`src/rtl/seq_divider_pkg.sv`:
```
// Shared types and default sizes for the iterative restoring divider.
package seq_divider_pkg;

    localparam int DEF_DIVIDEND_W = 8;
    localparam int DEF_DIVISOR_W  = 4;
    localparam int CNT_W          = $clog2(DEF_DIVIDEND_W + 1);

    typedef enum logic [1:0] {
        IDLE = 2'd0,
        RUN  = 2'd1,
        DONE = 2'd2
    } state_t;

endpackage

```
`src/rtl/seq_divider_div_step.sv`:
```
// One restoring-division iteration: shift in the next dividend bit, trial
// subtract the divisor and keep the difference only when it does not borrow.
module seq_divider_div_step #(
    parameter int DIVISOR_W = 4
) (
    input  logic [DIVISOR_W:0]   pr,
    input  logic                 dividend_bit,
    input  logic [DIVISOR_W-1:0] divisor,
    output logic [DIVISOR_W:0]   pr_next,
    output logic                 q_bit
);

    logic [DIVISOR_W:0] shifted;
    logic [DIVISOR_W:0] diff;
    logic               borrow;

    assign shifted         = {pr[DIVISOR_W-1:0], dividend_bit};
    assign {borrow, diff}  = {1'b0, shifted} - {2'b00, divisor};

    // pr[DIVISOR_W] is always 0 since pr < divisor; OR-ing it in keeps the
    // step arithmetically correct for any pr without changing the result.
    assign q_bit   = pr[DIVISOR_W] | ~borrow;
    assign pr_next = q_bit ? diff : shifted;

endmodule

```
`src/rtl/seq_divider.sv`:
```
// Iterative unsigned divider: one quotient bit per clock, MSB first, with
// output registers that only change on the edge entering DONE.
module seq_divider
    import seq_divider_pkg::*;
#(
    parameter int DIVIDEND_W = DEF_DIVIDEND_W,
    parameter int DIVISOR_W  = DEF_DIVISOR_W
) (
    input  logic                  clk,
    input  logic                  rst,
    input  logic                  start,
    input  logic [DIVIDEND_W-1:0] dividend,
    input  logic [DIVISOR_W-1:0]  divisor,
    output logic                  busy,
    output logic                  done,
    output logic [DIVIDEND_W-1:0] quotient,
    output logic [DIVISOR_W-1:0]  remainder,
    output logic                  div_by_zero
);

    localparam int CW = $clog2(DIVIDEND_W + 1);

    state_t                state_reg, state_next;
    logic [CW-1:0]         count_reg;
    logic [DIVISOR_W:0]    pr_reg;
    logic [DIVIDEND_W-1:0] dq_reg;
    logic [DIVISOR_W-1:0]  dsr_reg;
    logic [DIVIDEND_W-1:0] quotient_reg;
    logic [DIVISOR_W-1:0]  remainder_reg;
    logic                  dbz_reg;

    logic [DIVISOR_W:0]    pr_next;
    logic                  q_bit;
    logic                  last_step;

    // dq_reg shifts dividend bits out of the MSB while quotient bits enter
    // at the LSB, so after the final step it holds the full quotient.
    seq_divider_div_step #(.DIVISOR_W(DIVISOR_W)) u_step (
        .pr           (pr_reg),
        .dividend_bit (dq_reg[DIVIDEND_W-1]),
        .divisor      (dsr_reg),
        .pr_next      (pr_next),
        .q_bit        (q_bit)
    );

    assign last_step = (count_reg == CW'(DIVIDEND_W - 1));

    always_comb begin
        state_next = state_reg;
        case (state_reg)
            IDLE, DONE: begin
                if (start) begin
                    state_next = (divisor == '0) ? DONE : RUN;
                end else begin
                    state_next = IDLE;
                end
            end
            RUN: begin
                if (last_step) begin
                    state_next = DONE;
                end
            end
            default: state_next = IDLE;
        endcase
    end

    always_ff @(posedge clk) begin
        if (rst) begin
            state_reg     <= IDLE;
            count_reg     <= '0;
            pr_reg        <= '0;
            dq_reg        <= '0;
            dsr_reg       <= '0;
            quotient_reg  <= '0;
            remainder_reg <= '0;
            dbz_reg       <= 1'b0;
        end else begin
            state_reg <= state_next;
            case (state_reg)
                IDLE, DONE: begin
                    if (start) begin
                        dsr_reg   <= divisor;
                        dq_reg    <= dividend;
                        count_reg <= '0;
                        pr_reg    <= '0;
                        dbz_reg   <= 1'b0;
                        if (divisor == '0) begin
                            quotient_reg  <= '1;
                            remainder_reg <= dividend[DIVISOR_W-1:0];
                            dbz_reg       <= 1'b1;
                        end
                    end
                end
                RUN: begin
                    pr_reg    <= pr_next;
                    dq_reg    <= {dq_reg[DIVIDEND_W-2:0], q_bit};
                    count_reg <= count_reg + 1'b1;
                    if (last_step) begin
                        quotient_reg  <= {dq_reg[DIVIDEND_W-2:0], q_bit};
                        remainder_reg <= pr_next[DIVISOR_W-1:0];
                    end
                end
                default: ;
            endcase
        end
    end

    assign busy        = (state_reg == RUN);
    assign done        = (state_reg == DONE);
    assign quotient    = quotient_reg;
    assign remainder   = remainder_reg;
    assign div_by_zero = dbz_reg;

endmodule
```
`config.mk`:
```
export PLATFORM = sky130hd
export DESIGN_NAME = seq_divider
export DESIGN_NICKNAME = d
export VERILOG_FILES = /design/src/rtl/seq_divider_pkg.sv /design/src/rtl/seq_divider_div_step.sv /design/src/rtl/seq_divider.sv
export SDC_FILE = /design/constraint.sdc
export NUM_CORES = 1
export LEC_CHECK = 0
export BUFFER_PORTS_ARGS = -buffer_cell sky130_fd_sc_hd__buf_2
export CAP_MARGIN = 5
export CORE_MARGIN = 4
export CORE_UTILIZATION = 40
export CTS_CLUSTER_SIZE = 28
export DETAILED_ROUTE_END_ITERATION = 7
export RECOVER_POWER = 50
export SYNTH_ARGS = -nofsm -noshare
export SYNTH_HDL_FRONTEND = slang
export SYNTH_SLANG_ARGS = --single-unit
```
`constraint.sdc`:
```
create_clock -name clk -period 5.1 [get_ports clk]
set_input_delay 0.51 -clock clk [delete_from_list [all_inputs] [get_ports clk]]
set_output_delay 0.51 -clock clk [all_outputs]
set_load 0.05 [all_outputs]
```
==> impl_metrics.yaml <==
outcome:
  status: "complete, no violations"
cts:
  cts_tree: "built"
  htree_levels: 2
  clkTransAtPathRegs_ns: 0.07
  post_cts_buffers: 0
  cts_root_buffer: "clkbuf_8"
  cts_hold_buffers: 0
  cts_resized: 0
  clock_latency_ns: 0.29
  cts_made_buffers: 5
  clock_path_buffers: 2
  clock-sinks: 36
placement:
  dp.cells: 260
  port_buffers: 29
  dp_slack_ns: 2.832
  placed_area_um2: 1808
  dpl.hpwl_mm: 2.492
  globalplace.congestion: 0.8480
min_path:
  hp-class: "register to register"
  whs_path_depth: 2
  hold_start: "dsr_reg[3]"
  hold_end: "dsr_reg[3]"
timing:
  fin_crit_sh_pct: 50.77
  tightest_slew_ns: 0.9989
  clock_skew_ns: 0.009436
  finalSetupTns_ns: 0
  drv_slew: 0
  fmax_mhz: 386.2
  slew_headroom_pct: 33.27
  hold_viol: 0
  finalCriticalPeriod_ns: 2.589
  timing.final.ws_setup_ns: 2.511
  finalSetupViolCount: 0
  rsz0062_at_grt: "no"
finish:
  nFillCells: 418
  stdcell_count: 268
  nets: 238
  area_delta_synth_final_pct: 13.96
  postLayoutCellArea_um2: 1899
  post-route-util_pct: 47.14
  diodes: 0
  final_layout_size_suffix_gt1_share_pct: 16.06
drt:
  vias: 1400
  drc: 0
  ant_nets: 0
  drt-pass1-iter-count: 4
  detail_route.wl_per_cell_um: 13.63
  wl_mm: 3.652
  viasPerCell: 5.224
  initialDrtViolationCount: 116
setup_path:
  timing.rr.end: "count_reg[2]"
  r2r_cells: 5
  startpoint_type: "register"
  arrival_ns: 2.08
  worstSetupEndpointType: "output port"
  crit_chain: "nand2b_1, inv_1, buf_2"
  slowest_stage: "nand2b_1"
  worst-setup-path-type: "register to output port"
  r2r-start: "state_reg[1]"
  cp.required_ns: 4.59
  max_stage_delay_ns: 0.76
  rrSetupSlack_ns: 2.78
  crit_start: "state_reg[1]"
  critPathMaxFanout: 26
synthesis:
  synthTopCellsByArea: "dfxtp_1 (43%), nand2_1 (7.2%), nor2_1 (6.3%)"
  yosys-top-cells-count: "dfxtp_1 (36), nand2_1 (32), nor2_1 (28)"
  yosysSeqAreaShare_pct: 43.24
  post-synth-top-count-cell: "dfxtp_1"
  yosysTopAreaCellShare_pct: 43.24
  netlist.top_cell.by_area: "dfxtp_1"
  syn_area_um2: 1667
  synth.distinct_cells: 35
  ys_ff_latch: 36
  synth_edf_count: 0
  synth_cells: 195
  ys_warn_count: 0
  synth-async-reset-ratio_pct: 0
  syn-mean-instance-area_um2: 8.547
  syn_nets: 216
  synth_ff_type: "dfxtp_1"
floorplanning:
  die_h_um: 72.55
  fp.coreArea_um2: 4029
  rows: 23
  start_util_pct: 41.37
  die-area_um2: 5264
  die_w_um: 72.55
  io_pins: 30
power:
  p_sw_mw: 0.1924
  switching_share_pct: 28.60
  internal-power_mw: 0.4804
  p_per_area_nw_per_um2: 354.3
  pwr-share-clk_pct: 37.6
  combPwrFrac_pct: 16.9
  ir_worst_vdd_mv: 0.1840
  p_leak_nw: 0.6853
  p_seq_share_pct: 45.5
global_routing:
  grt_pass1_wl_mm: 6.023
  grt_overflow: 0
  grtUsageTotal_pct: 15.00
  grt_pass1_vias: 1315
  grt_max_degree: 37
  antenna_found_initial: 0
job:
  maxCapViolations: 0
## cell usage in the layout, fill, tap and decap left out, types with 2 or more instances in the layout
cell and n:
a211oi_1 2, a211oi_2 8, a21oi_1 14, a22oi_1 2, a311oi_1 11, buf_2 15
clkbuf_1 14, clkbuf_8 5, dfxtp_1 36, ha_1 5, inv_1 6, nand2_1 32
nand2b_1 3, nand3b_1 2, nor2_1 28, nor2b_1 6, o211ai_1 3, o21a_1 2
o21ai_0 6, or3_1 2
## power by group through the flow
| stage | sequential [mW] | clock (mW) | combinational, mW |
|---|---|---|---|
| 3_5_place_dp | 0.312 | 0 | 0.114 |
| 3_3_place_gp | 0.313 | 0 | 0.114 |
| 4_1_cts | 0.306 | 0.261 | 0.114 |
| 6_report | 0.306 | 0.253 | 0.114 |
| 2_1_floorplan | 0.317 | 0 | 0.0827 |
| 5_1_grt | 0.308 | 0.276 | 0.127 |
## kinds of logic after synthesis
group,share of synthesized area (%)
simple gates,21.85
compound gates,24.63
flops,43.24
buf+inv,5.331
fa+ha+maj,4.955
## worst max-delay path: cells and delay by family, from the launching register on
kind	cells	cell delay, ns
buffers and inverters	2	0.71
flip-flops	1	0.32
AND/OR/NAND/NOR	1	0.76
## routing by layer
| metal | vias up | global-route usage (%) | routed length (um) |
|---|---|---|---|
| li1 | 728 | - | - |
| met1 | 636 | 20.44 | 1881 |
| met2 | 31 | 21.24 | 1533 |
| met3 | 5 | 6.233 | 178 |
| met4 | 0 | 5.123 | 59 |
| met5 | - | 0 | 0 |
## per-stage QoR
| step | total power, mW | hold slack, ns |
|---|---|---|
| finish | 0.6728 | 0.4587 |
| global route | 0.7112 | 0.4551 |
| CTS | 0.6809 | 0.4559 |
| detailed placement | 0.4262 | 0.4495 |
| global placement | 0.4267 | 0.4487 |
| floorplan | 0.3998 | 0.4363 |
## worst max path at each step
stage / to / slack (ns) / cells past startpoint
finish: busy / 2.51 / 3
global route: busy / 2.31 / 3
CTS: busy / 2.52 / 3
detailed placement: count_reg[2] / 2.83 / 5
global placement: busy / 2.88 / 3
floorplan: count_reg[2] / 3.21 / 7
## cell type report
cell class              instances  area, um^2  share of cell area, %
multi-input cells             139       854.6                  44.99
clock buffers                   5       68.82                  3.623
clock inverters                 3       42.54                  2.240
flip-flops and latches         36       720.7                  37.94
inverters                       6       22.52                  1.186
well taps                      50       62.56                  3.294
repair buffers                 29       127.6                  6.719
Power figures use the tool's default switching activity.
